[src/rtl/watch_tx_report.sv]
// Stopwatch report formatter: on request, snapshots the watch time and streams
// "HH:MM:SS.CC\r\n" one byte at a time to a UART transmitter.
module watch_tx_report #(
  parameter int MSEC_MAX = 100,
  parameter int SEC_MAX  = 60,
  parameter int MIN_MAX  = 60,
  parameter int HOUR_MAX = 24
) (
  input  logic                        clk,
  input  logic                        reset,
  input  logic                        i_req,
  input  logic [$clog2(MSEC_MAX)-1:0] msec,
  input  logic [$clog2(SEC_MAX)-1:0]  sec,
  input  logic [$clog2(MIN_MAX)-1:0]  min,
  input  logic [$clog2(HOUR_MAX)-1:0] hour,
  input  logic                        tx_busy,
  input  logic                        tx_done,
  output logic [7:0]                  tx_data,
  output logic                        tx_start,
  output logic                        o_busy
);

  localparam int MSW = $clog2(MSEC_MAX);
  localparam int SW  = $clog2(SEC_MAX);
  localparam int MW  = $clog2(MIN_MAX);
  localparam int HW  = $clog2(HOUR_MAX);
  localparam logic [3:0] LAST_IDX = 4'd12;

  typedef enum logic [1:0] {IDLE, SEND, WAIT} state_t;

  state_t         state;
  logic [3:0]     index;
  logic [MSW-1:0] snap_msec;
  logic [SW-1:0]  snap_sec;
  logic [MW-1:0]  snap_min;
  logic [HW-1:0]  snap_hour;
  logic [7:0]     next_byte;
  logic [7:0]     h8, m8, s8, c8;

  function automatic logic [7:0] tens_ascii(input logic [7:0] v);
    return 8'h30 + v / 8'd10;
  endfunction

  function automatic logic [7:0] ones_ascii(input logic [7:0] v);
    return 8'h30 + v % 8'd10;
  endfunction

  // Byte selector: the frame is built only from the snapshot registers.
  always_comb begin
    // NOTE: every output gets a default first so no path leaves it unassigned (no latch).
    next_byte = 8'h00;
    h8 = 8'(snap_hour);
    m8 = 8'(snap_min);
    s8 = 8'(snap_sec);
    c8 = 8'(snap_msec);
    case (index)
      4'd0:    next_byte = tens_ascii(h8);
      4'd1:    next_byte = ones_ascii(h8);
      4'd2:    next_byte = 8'h3A;
      4'd3:    next_byte = tens_ascii(m8);
      4'd4:    next_byte = ones_ascii(m8);
      4'd5:    next_byte = 8'h3A;
      4'd6:    next_byte = tens_ascii(s8);
      4'd7:    next_byte = ones_ascii(s8);
      4'd8:    next_byte = 8'h2E;
      4'd9:    next_byte = tens_ascii(c8);
      4'd10:   next_byte = ones_ascii(c8);
      4'd11:   next_byte = 8'h0D;
      4'd12:   next_byte = 8'h0A;
      default: next_byte = 8'h00;
    endcase
  end

  // NOTE: all state here is sequential, so it uses non-blocking assignments only.
  always_ff @(posedge clk or negedge reset) begin
    if (!reset) begin
      state     <= IDLE;
      index     <= 4'd0;
      snap_msec <= '0;
      snap_sec  <= '0;
      snap_min  <= '0;
      snap_hour <= '0;
      tx_data   <= 8'h00;
      tx_start  <= 1'b0;
      o_busy    <= 1'b0;
    end else begin
      tx_start <= 1'b0;
      case (state)
        IDLE: begin
          if (i_req) begin
            snap_msec <= msec;
            snap_sec  <= sec;
            snap_min  <= min;
            snap_hour <= hour;
            index     <= 4'd0;
            state     <= SEND;
            o_busy    <= 1'b1;
          end
        end
        SEND: begin
          if (!tx_busy) begin
            tx_data  <= next_byte;
            tx_start <= 1'b1;
            state    <= WAIT;
          end
        end
        WAIT: begin
          if (tx_done) begin
            if (index == LAST_IDX) begin
              state  <= IDLE;
              o_busy <= 1'b0;
            end else begin
              index <= index + 4'd1;
              state <= SEND;
            end
          end
        end
        default: begin
          state  <= IDLE;
          o_busy <= 1'b0;
        end
      endcase
    end
  end

endmodule

[config.mk]
export PLATFORM = sky130hd
export DESIGN_NAME = watch_tx_report
export DESIGN_NICKNAME = d
export VERILOG_FILES = /design/src/rtl/watch_tx_report.sv
export SDC_FILE = /design/constraint.sdc
export NUM_CORES = 1
export LEC_CHECK = 0
export BUFFER_PORTS_ARGS = -buffer_cell sky130_fd_sc_hd__buf_2
export CORE_AREA = 5 5 89 91
export CTS_CLUSTER_SIZE = 20
export DETAILED_ROUTE_END_ITERATION = 8
export DIE_AREA = 0 0 94 96
export PLACE_DENSITY = 0.71
export RECOVER_POWER = 25
export SLEW_MARGIN = 5
export SYNTH_ARGS = -nofsm -noshare
export SYNTH_HDL_FRONTEND = slang
export SYNTH_SLANG_ARGS = --single-unit
[constraint.sdc]
create_clock -name clk -period 6.7 [get_ports clk]
set_input_delay 1.34 -clock clk [delete_from_list [all_inputs] [get_ports clk]]
set_output_delay 1.34 -clock clk [all_outputs]
set_load 0.05 [all_outputs]
## Word-level counts from Yosys, hierarchy flattened

Cells that the tools add are included.

| cells by class | value |
|---|---|
| add/sub/neg operators | 9 |
| div/mod/pow operators | 8 |
| equal/unequal tests | 19 |
| mux-type cells | 16 |
| bitwise operators | 2 |
| reduce and logical (&&, ||, !) cells | 9 |

Operator list:

| operator | number |
|---|---|
| case mux 8 bit (12 select lines) | 1 |
| adder 6 x 8 -> 8 bit (first input constant) | 8 |
| equality test 4 bit (second input constant) | 5 |
| divider 6 x 4 -> 8 bit (second input constant) | 2 |
| equality test 4 x 3 -> 1 bit (second input constant) | 4 |
| modulo 6 x 4 -> 8 bit (second input constant) | 2 |
| 2-to-1 mux 4 bit | 3 |
| inequality test 2 bit (second input constant) | 5 |
| divider 5 x 4 -> 8 bit (second input constant) | 1 |
| divider 7 x 4 -> 8 bit (second input constant) | 1 |
| equality test 4 x 2 -> 1 bit (second input constant) | 2 |
| modulo 5 x 4 -> 8 bit (second input constant) | 1 |
| modulo 7 x 4 -> 8 bit (second input constant) | 1 |
| case mux 4 bit (2 select lines) | 1 |
| AND reduction 4 bit | 2 |
| 2-to-1 mux 1 bit | 6 |
| 2-to-1 mux 2 bit | 3 |
| case mux 2 bit (3 select lines) | 1 |
| adder 4 x 1 -> 4 bit (second input constant) | 1 |
| equality test 4 x 1 -> 1 bit (second input constant) | 1 |
| zero test 4 bit | 1 |
| AND reduction 2 bit | 2 |
| case mux 1 bit (3 select lines) | 1 |
| AND reduction 3 bit | 1 |
| other kinds (6) | 7 |

| storage, ports and cells | value |
|---|---|
| bits in registers | 40 |
| output and inout port bits | 10 |

## Logic depth before layout (Yosys ltp)

Gate-level depths: netlist of the first run.

| logic depth | value |
|---|---|
| depth after elaboration | 4 |
| mapped depth | 12 |
| depth with buffers taken out | 11 |

## Least setup slack after synthesis of the first run

Ideal clock, no wire load.

| timing path | value |
|---|---|
| kind | input port to flip-flop |
| start | in i_req |
| end | reg snap_hour[3] |
| setup time | 0.125 ns |
| arrival | 2.359 ns |
| slack | 4.217 ns |
| stages on the path | 4 |
| path buffers | 2 |
| cell sequence | and3_1 -> clkbuf_1 -> buf_1 -> mux2_2 |

| between the ends | value |
|---|---|
| cells in the longest elaborated chain, start to end | 1 |

Ends and longest elaborated chain:

| what | RTL line | RTL |
|---|---|---|
| from (decl) | 11 | `input logic i_req,` |
| AND reduction 2 bit (no line) | - |  |
| to (signal assigned) | 94 | `snap_hour <= hour;` |
| to (decl) | 36 | `logic [HW-1:0] snap_hour;` |

Every way passes these cells.
A chain may end at the register's enable or synchronous reset.

## Worst setup path in the final report of the first run

| timing path | value |
|---|---|
| start | in i_req |
| end | reg snap_msec[2] |

| between the ends | value |
|---|---|
| cells in the longest elaborated chain, start to end | 1 |

Ends and longest elaborated chain:

| what | RTL line | RTL |
|---|---|---|
| AND reduction 2 bit (no line) | - |  |
| to (signal assigned) | 91 | `snap_msec <= msec;` |
| to (decl) | 33 | `logic [MSW-1:0] snap_msec;` |

Every way passes these cells.

==> impl_metrics.env, run 1 <==
export IMPL_grt_max_degree=41
export IMPL_r2r_end="tx_data[5]$_DFFE_PN0P_"
export IMPL_critical_path_class="in2reg"
export IMPL_place_hpwl_mm=5.94
export IMPL_period_minus_slack_ps=3000
export IMPL_crit_path_end_kind="flop"
export IMPL_async_reset_ff_share_pct=100
export IMPL_period_share_pct=44.7
export IMPL_hold_viol_final=0
export IMPL_min_path_type="reg2reg"
export IMPL_ys_ff_latch=40
export IMPL_clock_fmax_mhz=334
export IMPL_cts_tree="yes"
export IMPL_ff2ff_setup_slack_ps=3890
export IMPL_synthesis_nets=460
export IMPL_pwr_share_comb_pct=57.2
export IMPL_syn_area_per_cell_um2=8.13
export IMPL_drc_errors=0
export IMPL_drive_gt1_share_pct=16.6
export IMPL_p_leak_nw=1.45
export IMPL_area_growth_pct=7.49
export IMPL_die_x_um=94
export IMPL_syn_inst=421
export IMPL_failed_checks="capacitance limit, slew limit"
export IMPL_drv_slew=74
export IMPL_maxCapViolations=2
export IMPL_htree_num_levels=2
export IMPL_worstRegToRegCells=10
export IMPL_clockRootBuffer="clkbuf_8"
export IMPL_sw_frac_of_total_pct=50.7
export IMPL_antenna_found_initial=0
export IMPL_post_cts_repair_setup_buffers=0
export IMPL_ys_seq_area_share_pct=29.2
export IMPL_crit_fanout=32
export IMPL_synth_area_um2=3420
export IMPL_power_per_cell_area_nw_per_um2=514
export IMPL_globalplace_congestion=0.908
export IMPL_grt_ovfl_total=0
export IMPL_internal_power_w=0.000932
export IMPL_wl_per_cell_um=15.8
export IMPL_ys_warn_count=0
export IMPL_arrival_ps=3180
export IMPL_cts_buffers_inserted=5
export IMPL_start_util_pct=48.5
export IMPL_peakVddDrop_mv=0.221
export IMPL_crit_path_end="snap_msec[2]$_DFFE_PN0P_"
export IMPL_worst_slew_pin_slew_ps=2170
export IMPL_antenna_cells=0
export IMPL_clk_pin_slew_ps=90
export IMPL_synth_edff_count=0
export IMPL_die_h_um=96
export IMPL_synth_top_cells_by_count="40 x dfrtp_1, 35 x nand2_1, 34 x o21ai_0"
export IMPL_firstDrtPassIters=4
export IMPL_ioPinCount=39
export IMPL_finClkSkew_ps=13.1
export IMPL_relSlewSlack_pct=-44.8
export IMPL_die_area_um2=9020
export IMPL_switching_power_w=0.000959
export IMPL_yosysMostFrequentCell="dfrtp_1"
export IMPL_cp_required_ps=6880
export IMPL_layoutNonFillerInstCount=528
export IMPL_rsz0062_at_grt="false"
export IMPL_ctsHoldBuffers=0
export IMPL_nNetsFinal=467
export IMPL_place_inst=520
export IMPL_gr_usage_all_layers_pct=18.9
export IMPL_first_iter_violations=290
export IMPL_tns_ps=0
export IMPL_first_global_vias=2764
export IMPL_finalSetupViolCount=0
export IMPL_synth_top_cell_by_area="dfrtp_1"
export IMPL_seqPwrFrac_pct=31.5
export IMPL_rows=31
export IMPL_synth_area_top_cells="dfrtp_1 29%, mux2_2 5.3%, o21ai_0 5.0%"
export IMPL_synth_cell_type_count=71
export IMPL_core_um2=7060
export IMPL_synth_top_flop_cell="dfrtp_1"
export IMPL_io_buffer_count=38
export IMPL_vias=3211
export IMPL_insertion_delay_ps=300
export IMPL_pwr_share_clk_pct=11.3
export IMPL_grt_pass1_wl_mm=13.5
export IMPL_clock_sinks=40
export IMPL_viasPerCell=6.08
export IMPL_cp_startpoint="i_req"
export IMPL_clk_path_buf_depth=2
export IMPL_routed_wl_mm=8.34
export IMPL_r2r_start="snap_min[3]$_DFFE_PN0P_"
export IMPL_ctsResizeCount=0
export IMPL_synth_top_area_share_pct=29.2
export IMPL_ant_nets=0
export IMPL_cp_start_kind="input pin"
export IMPL_outcome="finished with violations"
-- area by class of cell --
cell class,instances,area (µm²)
fillers,694,3380
multi-input cells,323,2170
flip-flops and latches,40,1000
repair buffers,39,190
well taps,99,124
clock buffers,6,82.6
inverters,19,71.3
clock inverters,2,38.8
-- power by group through the flow --
stage          clock network, W  logic [W]  registers [W]
2_1_floorplan                 0   0.000986       0.000481
3_3_place_gp                  0    0.00105       0.000588
3_5_place_dp                  0    0.00107       0.000593
4_1_cts                0.000219    0.00107       0.000589
5_1_grt                0.000228    0.00119       0.000627
6_report               0.000215    0.00108       0.000595
-- cells in the final DEF, fill, tap and decap left out, drive strengths merged, types with 10 or more instances in the layout --
cell,count
clkbuf,10
a21oi,29
a31oi,11
inv,19
o211ai,11
dfrtp,40
nand2,35
o21ai,40
ha,10
nor2b,17
mux2,16
nor2,24
buf,35
nand2b,15
-- worst max-delay path, stage by stage --
cell and delay, ps:
clkbuf_1 130, and3_1 170, clkbuf_1 1100, mux2_2 430
-- cell families after synthesis --
| family | after synthesis | synth area share, % |
|---|---|---|
| AOI/OAI and AO/OA | 147 | 29.3 |
| DFF | 40 | 29.2 |
| xor gates and xnor gates | 10 | 2.78 |
| and+or+nand+nor | 134 | 20.7 |
| adders and majority gates | 11 | 3.95 |
| buffers and inverters | 58 | 7.31 |
| muxes | 21 | 6.73 |
-- worst min path at each step --
stage / start / cells after the start / endpoint / slack [ps]
2_1_floorplan: snap_sec[0]$_DFFE_PN0P_ / 1 / snap_sec[0]$_DFFE_PN0P_ / 480
4_1_cts: tx_data[7]$_DFFE_PN0P_ / 1 / tx_data[7]$_DFFE_PN0P_ / 500
5_1_grt: tx_data[7]$_DFFE_PN0P_ / 1 / tx_data[7]$_DFFE_PN0P_ / 520
3_5_place_dp: tx_data[7]$_DFFE_PN0P_ / 1 / tx_data[7]$_DFFE_PN0P_ / 480
6_report: tx_data[7]$_DFFE_PN0P_ / 1 / tx_data[7]$_DFFE_PN0P_ / 490
3_3_place_gp: tx_data[7]$_DFFE_PN0P_ / 1 / tx_data[7]$_DFFE_PN0P_ / 480
-- state kept, by name, indices dropped and copies added, names as in the netlist, 2 cells and up --
register,cells
index,4
snap_hour,5
snap_min,6
snap_msec,7
snap_sec,6
state,2
tx_data,8
-- metal layers --
layer	track usage (%)	part of all wire (%)	up-vias
li1	-	-	1566
met2	29.4	46	96
met4	7.22	2.7	0
met3	3.36	6.0	21
met1	26.1	46	1528
met5	0	0	-
-- per-stage QoR --
stage	utilization (%)	worst slack [ps]	hold slack [ps]	instance area [µm²]	power [W]
detailed placement	50.5	3960	477	3570	0.00166
CTS	52.2	3930	497	3690	0.00188
finish	52.1	3700	488	3680	0.00189
global placement	50.5	4010	480	3570	0.00164
global route	52.1	3210	517	3680	0.00204
floorplan	-	4220	481	3420	0.00147
(Power assumes the default switching activity.)
==> run 2: changes to the inputs <==
clock period = 3 ns   (was 6.7 ns; I/O delays follow)
==> impl_metrics.env, run 2 (synthesized netlist as in run 1, its figures left out) <==
export IMPL_ctsHoldBuffers=0
export IMPL_gr_usage_all_layers_pct=18.5
export IMPL_grt_max_degree=41
export IMPL_ctsResizeCount=0
export IMPL_failed_checks="capacitance limit, slew limit"
export IMPL_min_path_type="in2reg"
export IMPL_antenna_found_initial=0
export IMPL_grt_ovfl_total=0
export IMPL_cp_start_kind="flop"
export IMPL_firstDrtPassIters=4
export IMPL_area_growth_pct=6.98
export IMPL_hp_start="min[4]"
export IMPL_r2r_end="tx_data[5]$_DFFE_PN0P_"
export IMPL_crit_chain="nor2b_1, inv_1, o211ai_1, o21ai_0, ha_1, or4_1, o21ai_0, o211a_1, a211oi_2, a31o_1"
export IMPL_critical_path_class="reg2reg"
export IMPL_core_um2=7060
export IMPL_arrival_ps=2950
export IMPL_io_buffer_count=38
export IMPL_hold_slack_ps=496
export IMPL_hold_viol_final=0
export IMPL_finalSetupViolCount=0
export IMPL_max_stage_delay_ps=530
export IMPL_largest_reg_flops=8
export IMPL_clock_sinks=40
export IMPL_power_per_cell_area_nw_per_um2=1120
export IMPL_wl_per_cell_um=15.5
export IMPL_ff2ff_setup_slack_ps=250
export IMPL_die_x_um=94
export IMPL_drive_gt1_share_pct=17.5
export IMPL_rows=31
export IMPL_worst_slew_pin_slew_ps=2230
export IMPL_ff_latch_area_um2=1000
export IMPL_worstRegToRegCells=10
export IMPL_r2r_start="snap_min[3]$_DFFE_PN0P_"
export IMPL_die_h_um=96
export IMPL_cp_common_cell="o21ai_0"
export IMPL_post_cts_repair_setup_buffers=0
export IMPL_finalPower_w=0.00412
export IMPL_htree_num_levels=2
export IMPL_drv_slew=41
export IMPL_drc_errors=0
export IMPL_nNetsFinal=467
export IMPL_die_area_um2=9020
export IMPL_first_global_vias=2851
export IMPL_maxCapViolations=1
export IMPL_worst_slack_ps=247
export IMPL_first_iter_violations=159
export IMPL_top_register="tx_data"
export IMPL_place_hpwl_mm=5.88
export IMPL_rsz0062_at_grt="false"
export IMPL_critPathTopFamily="simple AND/OR/NAND/NOR gates"
export IMPL_worstHoldPathCells=3
export IMPL_cts_tree="yes"
export IMPL_start_util_pct=48.5
export IMPL_period_minus_slack_ps=2750
export IMPL_whs_endpoint="snap_min[4]$_DFFE_PN0P_"
export IMPL_globalplace_congestion=0.916
export IMPL_crit_slowest_cell="nor2b_1"
export IMPL_outcome="finished with violations"
export IMPL_p_leak_nw=1.44
export IMPL_routed_wl_mm=8.20
export IMPL_peakVddDrop_mv=0.506
export IMPL_cts_buffers_inserted=5
export IMPL_period_share_pct=91.8
export IMPL_pre_cts_slack_ps=306
export IMPL_crit_path_end_kind="flop"
export IMPL_insertion_delay_ps=310
export IMPL_ant_nets=0
export IMPL_multiInputGateArea_um2=2170
export IMPL_relSlewSlack_pct=-48.7
export IMPL_final_common_cell="dfrtp_1"
export IMPL_clk_pin_slew_ps=80
export IMPL_viasPerCell=5.98
export IMPL_fillers=715
export IMPL_cp_required_ps=3190
export IMPL_cp_num_buf_inv=1
export IMPL_grt_pass1_wl_mm=13.5
export IMPL_final_cell_mix="40 x dfrtp_1, 37 x buf_2, 35 x nand2_1, 34 x o21ai_0, 29 x a21oi_1"
export IMPL_antenna_cells=0
export IMPL_finClkSkew_ps=9.90
export IMPL_ioPinCount=39
export IMPL_largestRegisters="tx_data (8), snap_msec (7)"
export IMPL_clockRootBuffer="clkbuf_8"
export IMPL_crit_fanout=9
export IMPL_vias=3159
export IMPL_tns_ps=0
export IMPL_clock_fmax_mhz=363
export IMPL_clk_path_buf_depth=2
run 2: where the power goes:
group | internal [W] | switching (W) | total, W
Sequential | 0.000765 | 0.000556 | 0.00132
Combinational | 0.00104 | 0.00136 | 0.00240
Clock | 0.000186 | 0.000210 | 0.000396
Total | 0.00199 | 0.00212 | 0.00412
run 2: per-layer routing:
metal | GRT usage, % | part of all wire (%)
met3 | 2.74 | 3.9
met5 | 0 | 0
met2 | 29.6 | 46
met4 | 5.29 | 1.7
met1 | 25.9 | 48
run 2: worst reg2reg max path, delay by kind of cell (launching register included):
family	cells	cell delay, ps
buffers and inverters	1	150
and+or+nand+nor	2	920
AOI/OAI and AO/OA	6	850
DFF	1	470
adders and majority gates	1	250
run 2: worst max path at each step:
stage / start / end / slack [ps] / depth (start not counted)
final: snap_min[3]$_DFFE_PN0P_ / tx_data[5]$_DFFE_PN0P_ / 250 / 10
after global routing: snap_min[3]$_DFFE_PN0P_ / tx_data[5]$_DFFE_PN0P_ / 80 / 10
after CTS: snap_min[3]$_DFFE_PN0P_ / tx_data[5]$_DFFE_PN0P_ / 300 / 10
after detailed placement: snap_min[3]$_DFFE_PN0P_ / tx_data[5]$_DFFE_PN0P_ / 310 / 10
after global placement: snap_min[5]$_DFFE_PN0P_ / tx_data[5]$_DFFE_PN0P_ / 420 / 10
after floorplan: snap_min[2]$_DFFE_PN0P_ / tx_data[5]$_DFFE_PN0P_ / 670 / 11
run 2: through the flow:
stage,instance area [µm²],std cells,util (%)
6_report,3660,528,51.9
5_1_grt,3660,528,51.9
4_1_cts,3660,528,51.9
3_5_place_dp,3570,520,50.5
3_3_place_gp,3570,520,50.5
2_1_floorplan,3420,421,-
run 2: cell type report:
type,count,share of cell area [%]
clock buffer,6,2.25
clock inverter,2,0.410
inverter,19,1.95
multi-input combinational,323,59.3
sequential,40,27.3
tap,99,3.38
timing repair buffer,39,5.36
==> run 3: changes to the inputs <==
ABC_AREA = 1   (was default)
CORE_AREA = 5 5 81 83   (was 5 5 89 91)
DIE_AREA = 0 0 86 88   (was 0 0 94 96)
PLACE_DENSITY = 0.72   (was 0.71)
SLEW_MARGIN = 20   (was 5)
==> impl_metrics.env, run 3 <==
export IMPL_cp_common_cell="nand2_1"
export IMPL_relSlewSlack_pct=-40.1
export IMPL_async_reset_ff_share_pct=100
export IMPL_synthesis_nets=448
export IMPL_largest_reg_flops=8
export IMPL_failed_checks="capacitance limit, slew limit"
export IMPL_synth_top_cells_by_count="126 x nand2_1, 56 x inv_1, 40 x dfrtp_1"
export IMPL_ctsResizeCount=0
export IMPL_synth_area_top_cells="dfrtp_1 36%, nand2_1 17%, inv_1 7.5%"
export IMPL_clk_pin_slew_ps=80
export IMPL_ys_seq_area_share_pct=35.8
export IMPL_crit_path_end_kind="flop"
export IMPL_crit_fanout=4
export IMPL_wl_per_cell_um=12.0
export IMPL_die_x_um=86
export IMPL_cp_required_ps=3180
export IMPL_max_stage_delay_ps=410
export IMPL_crit_slowest_cell="dfrtp_1"
export IMPL_area_growth_pct=13.6
export IMPL_antenna_found_initial=0
export IMPL_min_path_type="reg2reg"
export IMPL_rsz0062_at_grt="false"
export IMPL_clk_path_buf_depth=2
export IMPL_synth_area_um2=2800
export IMPL_maxCapViolations=1
export IMPL_first_iter_violations=140
export IMPL_die_area_um2=7570
export IMPL_critical_path_class="reg2reg"
export IMPL_cts_tree="yes"
export IMPL_final_cell_mix="126 x nand2_1, 56 x inv_1, 40 x dfrtp_1, 37 x buf_2, 34 x o21ai_0"
export IMPL_insertion_delay_ps=290
export IMPL_grt_pass1_wl_mm=11.0
export IMPL_grt_max_degree=42
export IMPL_fin_util_pct=55.0
export IMPL_synth_top_flop_cell="dfrtp_1"
export IMPL_peakVddDrop_mv=0.508
export IMPL_syn_area_per_cell_um2=6.84
export IMPL_start_util_pct=48.4
export IMPL_finClkSkew_ps=3.81
export IMPL_synth_cell_type_count=33
export IMPL_period_share_pct=76.4
export IMPL_routed_wl_mm=6.29
export IMPL_final_common_cell="nand2_1"
export IMPL_arrival_ps=2480
export IMPL_clock_sinks=40
export IMPL_htree_num_levels=2
export IMPL_worst_slew_pin_slew_ps=2100
export IMPL_synth_top_cell_by_area="dfrtp_1"
export IMPL_ant_nets=0
export IMPL_crit_chain="o21ai_1, nand2_1, o21ai_2, nand2_1, nand2_1, nand3_1, nand2_1, inv_1, ha_1, or2_1, nand2_1, nand2_1, nand3_1, nand2_1, nor2_1, nand2_1, nand2_1, nand2_1"
export IMPL_outcome="finished with violations"
export IMPL_cp_start_kind="flop"
export IMPL_die_h_um=88
export IMPL_ioPinCount=39
export IMPL_p_leak_nw=1.69
export IMPL_top_register="tx_data"
export IMPL_io_buffer_count=38
export IMPL_finalSetupViolCount=0
export IMPL_clock_fmax_mhz=436
export IMPL_nNetsFinal=489
export IMPL_cts_buffers_inserted=5
export IMPL_power_per_cell_area_nw_per_um2=1220
export IMPL_hold_viol_final=0
export IMPL_drive_gt1_share_pct=17.1
export IMPL_firstDrtPassIters=4
export IMPL_antenna_cells=0
export IMPL_vias=2645
export IMPL_ys_ff_latch=40
export IMPL_drc_errors=0
export IMPL_synth_edff_count=0
export IMPL_syn_inst=409
export IMPL_place_hpwl_mm=4.93
export IMPL_viasPerCell=5.03
export IMPL_core_um2=5780
export IMPL_synth_top_area_share_pct=35.8
export IMPL_ctsHoldBuffers=0
export IMPL_first_global_vias=2455
export IMPL_ys_warn_count=0
export IMPL_rows=28
export IMPL_yosysMostFrequentCell="nand2_1"
export IMPL_drv_slew=41
export IMPL_gr_usage_all_layers_pct=17.9
export IMPL_globalplace_congestion=0.875
export IMPL_period_minus_slack_ps=2290
export IMPL_clockRootBuffer="clkbuf_8"
export IMPL_post_cts_repair_setup_buffers=0
export IMPL_largestRegisters="tx_data (8), snap_msec (7)"
export IMPL_grt_ovfl_total=0
export IMPL_tns_ps=0
## run 3: routing by layer
layer  global-route usage (%)  share of wire, %  up-vias
met2                     29.7                45       56
met5                        0                 0        -
met1                     24.0                48     1184
met3                     3.57               5.0        9
li1                         -                 -     1396
met4                     4.17               1.2        0
## run 3: logic make-up (layout without fill, tap and decap cells)
family	count (synthesis)	in the layout	share of synthesized area (%)
AO/OA/AOI/OAI	72	72	15.5
adder cells (fa/ha/maj)	10	10	4.47
buffers and inverters	67	109	8.99
flip-flops	40	40	35.8
AND/OR/NAND/NOR	220	220	35.2
## run 3: path summary, 6_finish.rpt
| check | from | to | slack [ps] | cells after the start |
|---|---|---|---|---|
| worst max-delay path | snap_min[4]$_DFFE_PN0P_ | tx_data[3]$_DFFE_PN0P_ | 710 | 18 |
| worst min-delay path | tx_data[4]$_DFFE_PN0P_ | tx_data[4]$_DFFE_PN0P_ | 480 | 2 |
| worst max register to register | snap_min[4]$_DFFE_PN0P_ | tx_data[3]$_DFFE_PN0P_ | 710 | 18 |
| worst min register to register | tx_data[4]$_DFFE_PN0P_ | tx_data[4]$_DFFE_PN0P_ | 480 | 2 |
| max in group asynchronous | reset | snap_hour[1]$_DFFE_PN0P_ | 890 | 1 |
| min in group asynchronous | reset | index[0]$_DFFE_PN0P_ | 910 | 1 |
## run 3: metrics by stage
stage	area, µm²	total power, W	setup slack, ps	hold WS, ps	cells
after floorplan	2800	0.00296	934	304	409
after global placement	3070	0.00338	840	459	518
after detailed placement	3070	0.00344	729	462	518
after CTS	3180	0.00389	711	471	526
after global routing	3180	0.00428	279	492	526
final	3180	0.00387	708	478	526
## run 3: power breakdown
part           switching, W  leakage [nW]  internal, W
combinational       0.00169          1.13     0.000794
clock              0.000188        0.0552     0.000247
sequential         0.000185         0.507     0.000766
total               0.00206          1.69      0.00181
## run 3: cell type report
class | count | area [µm²]
multi-input combinational | 302 | 1550
fill | 597 | 2600
timing repair buffer | 39 | 196
tap | 75 | 93.8
clock buffer | 6 | 72.6
inverter | 62 | 233
clock inverter | 2 | 35.0
sequential | 40 | 1000
## run 3: critical path, delay by kind of cell, from the launching register on
| family | cells | cell delay, ps |
|---|---|---|
| adders and majority gates | 1 | 200 |
| buffers and inverters | 1 | 100 |
| AOI/OAI and AO/OA | 2 | 270 |
| DFF | 1 | 410 |
| and+or+nand+nor | 14 | 1210 |
